## src/rtl/irq_prio_ctrl.sv

```systemverilog
// irq_prio_ctrl: arbitrates N active-low request lines into one valid/ack grant held in service until eoi.
// Latency: request pin to irq_vld is 2 cycles; next grant at the earliest 1 cycle after eoi.
// Backpressure: the grant waits for ack, dropped on withdrawal or after ACK_TO cycles; ROUND_ROBIN_EN selects rotating priority.
module irq_prio_ctrl #(
   parameter int N      = 9,
   parameter int IDW    = 4,
   parameter int ACK_TO = 16
) (
   input  logic           clk,
   input  logic           rst_n,
   input  logic [N-1:0]   req_n,
   input  logic [N-1:0]   mask,
   input  logic           ack,
   input  logic           eoi,
   output logic           irq_vld,
   output logic [IDW-1:0] irq_id,
   output logic [IDW-1:0] irq_id_n,
   output logic           busy,
   output logic           to_err
);

   localparam int CW = $clog2(ACK_TO) + 1;

   typedef enum logic [1:0] {IDLE, REQ, SERV} state_t;

   state_t         state;
   logic [N-1:0]   pend;
   logic [CW-1:0]  cnt;
   logic [IDW-1:0] win_id;
   logic           pend_granted;

   always_comb begin
      pend_granted = 1'b0;
      for (int i = 0; i < N; i++)
         if (irq_id == IDW'(i + 1)) pend_granted = pend[i];
   end

`ifdef ROUND_ROBIN_EN
   logic [IDW-1:0] ptr;
   int             start_line;
   int             dist;
   int             best;

   // Downward distance from the start line picks the winner; ptr itself is searched last.
   always_comb begin
      win_id     = '0;
      best       = N;
      dist       = 0;
      start_line = (ptr <= IDW'(1)) ? N : int'(ptr) - 1;
      for (int i = 0; i < N; i++) begin
         dist = (start_line - (i + 1) + N) % N;
         if (pend[i] && dist < best) begin
            best   = dist;
            win_id = IDW'(i + 1);
         end
      end
   end

   always_ff @(posedge clk or negedge rst_n) begin
      if (!rst_n)
         ptr <= '0;
      else if (state == REQ && ack)
         ptr <= irq_id;
   end
`else
   always_comb begin
      win_id = '0;
      for (int i = 0; i < N; i++)
         if (pend[i]) win_id = IDW'(i + 1);
   end
`endif

   always_ff @(posedge clk or negedge rst_n) begin
      if (!rst_n) begin
         state    <= IDLE;
         pend     <= '0;
         cnt      <= '0;
         irq_vld  <= 1'b0;
         irq_id   <= '0;
         irq_id_n <= '1;
         busy     <= 1'b0;
         to_err   <= 1'b0;
      end else begin
         pend <= ~req_n & mask;
         case (state)
            IDLE: begin
               if (pend != '0) begin
                  irq_id   <= win_id;
                  irq_id_n <= ~win_id;
                  irq_vld  <= 1'b1;
                  cnt      <= '0;
                  state    <= REQ;
               end
            end
            REQ: begin
               if (ack) begin
                  irq_vld <= 1'b0;
                  busy    <= 1'b1;
                  state   <= SERV;
               end else if (!pend_granted) begin
                  irq_vld  <= 1'b0;
                  irq_id   <= '0;
                  irq_id_n <= '1;
                  state    <= IDLE;
               end else if (cnt == CW'(ACK_TO - 1)) begin
                  irq_vld  <= 1'b0;
                  irq_id   <= '0;
                  irq_id_n <= '1;
                  to_err   <= 1'b1;
                  state    <= IDLE;
               end else if (cnt != '1) begin
                  cnt <= cnt + CW'(1);
               end
            end
            SERV: begin
               if (eoi) begin
                  busy     <= 1'b0;
                  irq_id   <= '0;
                  irq_id_n <= '1;
                  state    <= IDLE;
               end
            end
            default: state <= IDLE;
         endcase
      end
   end

endmodule

```

## config.mk

```make
export PLATFORM = sky130hd
export DESIGN_NAME = irq_prio_ctrl
export DESIGN_NICKNAME = d
export VERILOG_FILES = /design/src/rtl/irq_prio_ctrl.sv
export SDC_FILE = /design/constraint.sdc
export NUM_CORES = 1
export LEC_CHECK = 0
export CAP_MARGIN = 10
export CORE_MARGIN = 2
export CORE_UTILIZATION = 50
export DETAILED_ROUTE_END_ITERATION = 8
export PLACE_DENSITY_LB_ADDON = 0.12
export SETUP_SLACK_MARGIN = 0.1
export SLEW_MARGIN = 20
export SYNTH_ARGS = -nofsm -noshare
export SYNTH_HDL_FRONTEND = slang
export SYNTH_SLANG_ARGS = --single-unit
```

## constraint.sdc

```tcl
create_clock -name clk -period 3.4 [get_ports clk]
set_clock_uncertainty 0.2 [all_clocks]
set_input_delay 0.68 -clock clk [delete_from_list [all_inputs] [get_ports clk]]
set_output_delay 0.68 -clock clk [all_outputs]
set_load 0.01 [all_outputs]
```

==> out/qor.yml <==
status:
  outcome: "finished, final reports clean"
global_routing:
  grt_pass1_wl_um: 4590
  grt_max_degree: 28
  grt_usage: 0.179
  grt_pass1_vias: 1090
  antenna_found_initial: 0
  grt_overflow: 0
timing:
  fmax_ghz: 0.387
  setup_viol: 0
  rsz0062_at_grt: "no"
  drv_slew: 0
  final.setup.worst_slack_ps: 815
  period_needed_ps: 2580
  period_share: 0.760
  holdWs_ps: 315
  worst_pin_slew_ps: 457
  slew_headroom: 0.693
  finalSetupTns_ps: 0
  hold_violations: 0
floorplan:
  die_height_um: 57.3
  start_util: 0.519
  io_pins: 33
  die_area_um2: 3280
  die_w_um: 57.3
  rows: 19
  coreArea_um2: 2730
setup_path:
  r2r_setup_slack_ps: 820
  crit_required_ps: 3430
  cp-startpoint: "state[1]$_DFFE_PN0P_"
  rr_endpoint: "cnt[3]$_DFFE_PN0P_"
  cp.arrival_ps: 2620
  cp-end-kind: "flip-flop"
  critPathKind: "flip-flop to flip-flop"
  crit_fanout: 9
  cp-start-kind: "flip-flop"
  r2r_cells: 7
  crit_end: "cnt[3]$_DFFE_PN0P_"
  r2r-start: "state[1]$_DFFE_PN0P_"
pwr:
  leakagePower_uw: 0.000793
  max-vdd-ir-drop_mv: 0.502
  power.density_nw_per_um2: 672
synthesis:
  syn_area_um2: 1420
  ys_top_cells_by_area: "dfrtp_1, dfstp_2, ha_1, nor2b_1, mux2i_1"
  ys_types: 42
  yosysTopAreaCellShare: 0.405
  ys_seq_area_frac: 0.479
  ys_seq_elements: 27
  synth-edff-count: 0
  ys.flop_type: "dfrtp_1"
  postSynthNetCount: 157
  synthArstFlopShare: 1.00
  avgSynthCellArea_um2: 11.1
  ys_warn_count: 0
  yosysTopAreaCell: "dfrtp_1"
  synthCells: 128
cts:
  cts_tree: "built"
  cts_num_sinks: 27
  clock_latency_ps: 330
  cts_setup_buffers: 0
  postCtsResizedCells: 0
  clock-root-buffer: "clkbuf_4"
  cts_hold_buf: 0
  clk_pin_slew_ps: 150
  htreeDepth: 1
  clk_path_buf_depth: 2
  cts_buffers: 3
final_layout:
  final_common_cell: "clkdlybuf4s50_1"
  final_cell_mix: "clkdlybuf4s50_1, dfrtp_1, inv_1, nor2b_1, ha_1"
  final_nets: 192
  syn2layout_area_growth_pct: 25.9
  drive_gt1_frac: 0.0988
  fillers: 223
  postLayoutCellArea_um2: 1790
  n_antenna_cell: 0
placement:
  pre_cts_slack_ps: 830
  placement.io_buffers: 32
  place_hpwl_um: 2130
  post_dp_cell_area_um2: 1760
  place_congestion: 0.875
drt:
  drtIter0Drc: 26
  postRouteAntennaNets: 0
  drc: 0
  drt-met1-wl_um: 1190
  met2_length_um: 1330
  num_vias: 1089
  dr.pass1.iters: 4
  wirelength_um: 2670
  wl_met3_um: 107
  dr.max_layer_used: "met4"
  routed_via_density: 5.64
  wire_per_inst_um: 13.8
worst_hold_path:
  hp-class: "flip-flop to flip-flop"
flow_run:
  max_cap_violations: 0
## worst max-delay path: stages (launching register included)
cell and delay [ps]:
dfrtp_1 440, inv_1 90, ha_1 320, inv_1 120, a311oi_2 380, and3_1 460, o21ai_4 110, a221o_1 360
## cell families after synthesis
kind of cell / Yosys count / share of synthesized area
XOR/XNOR: 1 / 0.00617
buffers and inverters: 15 / 0.0502
adder cells (fa/ha/maj): 7 / 0.0617
flip-flops: 27 / 0.479
multiplexers: 7 / 0.0502
AND/OR/NAND/NOR: 39 / 0.165
AO/OA/AOI/OAI: 32 / 0.188
## how the worst min path moves through the flow
stage / cells after the start / endpoint / startpoint
floorplan: 0 / busy$_DFFE_PN0P_ / rst_n
global placement: 1 / to_err$_DFFE_PN0P_ / to_err$_DFFE_PN0P_
detailed placement: 1 / to_err$_DFFE_PN0P_ / to_err$_DFFE_PN0P_
CTS: 1 / to_err$_DFFE_PN0P_ / to_err$_DFFE_PN0P_
global route: 1 / to_err$_DFFE_PN0P_ / to_err$_DFFE_PN0P_
finish: 1 / to_err$_DFFE_PN0P_ / to_err$_DFFE_PN0P_
## cell usage after synthesis (all sizes together), types with 2 or more instances
cell and n:
nand2b 3, buf 2, o21ai 5, nor2 3
dfrtp 23, o32a 2, nand3 2, mux2i 6
a21oi 6, a22o 3, dfstp 4, nor3 3
and4b 2, and2 2, inv 12, nor2b 10
o32ai 3, a31oi 2, and3 3, nand4 3
or2 2, nand2 5, ha 7
## where the power goes
part	internal (uW)	switching (uW)
registers	410	75.8
clock network	44.1	94.1
logic	291	287
total	745	457
## registers in the layout, indices dropped and copies added (netlist names)
| name | count |
|---|---|
| pend | 9 |
| cnt | 5 |
| irq_id | 4 |
| irq_id_n | 4 |
| state | 2 |
| busy | 1 |
| irq_vld | 1 |
| to_err | 1 |
## layout make-up
| class | count | area [um^2] | share of cell area |
|---|---|---|---|
| Sequential cell | 27 | 681 | 0.381 |
| Multi-Input combinational cell | 86 | 668 | 0.374 |
| Timing Repair Buffer | 33 | 328 | 0.183 |
| Inverter | 12 | 45.0 | 0.0252 |
| Tap cell | 31 | 38.8 | 0.0217 |
| Clock buffer | 3 | 22.5 | 0.0126 |
| Clock inverter | 1 | 5.00 | 0.00280 |
## layer usage
metal,global-route usage,up-vias
li1,-,531
met1,0.222,530
met2,0.320,24
met3,0.0295,4
met4,0.0498,0
met5,0,-
## metrics by stage
| step | instances | total power [uW] | util |
|---|---|---|---|
| 6_report | 193 | 1200 | 0.654 |
| 5_1_grt | 193 | 1290 | 0.654 |
| 2_1_floorplan | 128 | 887 | - |
| 3_5_place_dp | 189 | 1080 | 0.644 |
| 3_3_place_gp | 189 | 1060 | 0.644 |
| 4_1_cts | 193 | 1220 | 0.654 |
Note: power is estimated with default switching activity, not from simulation.
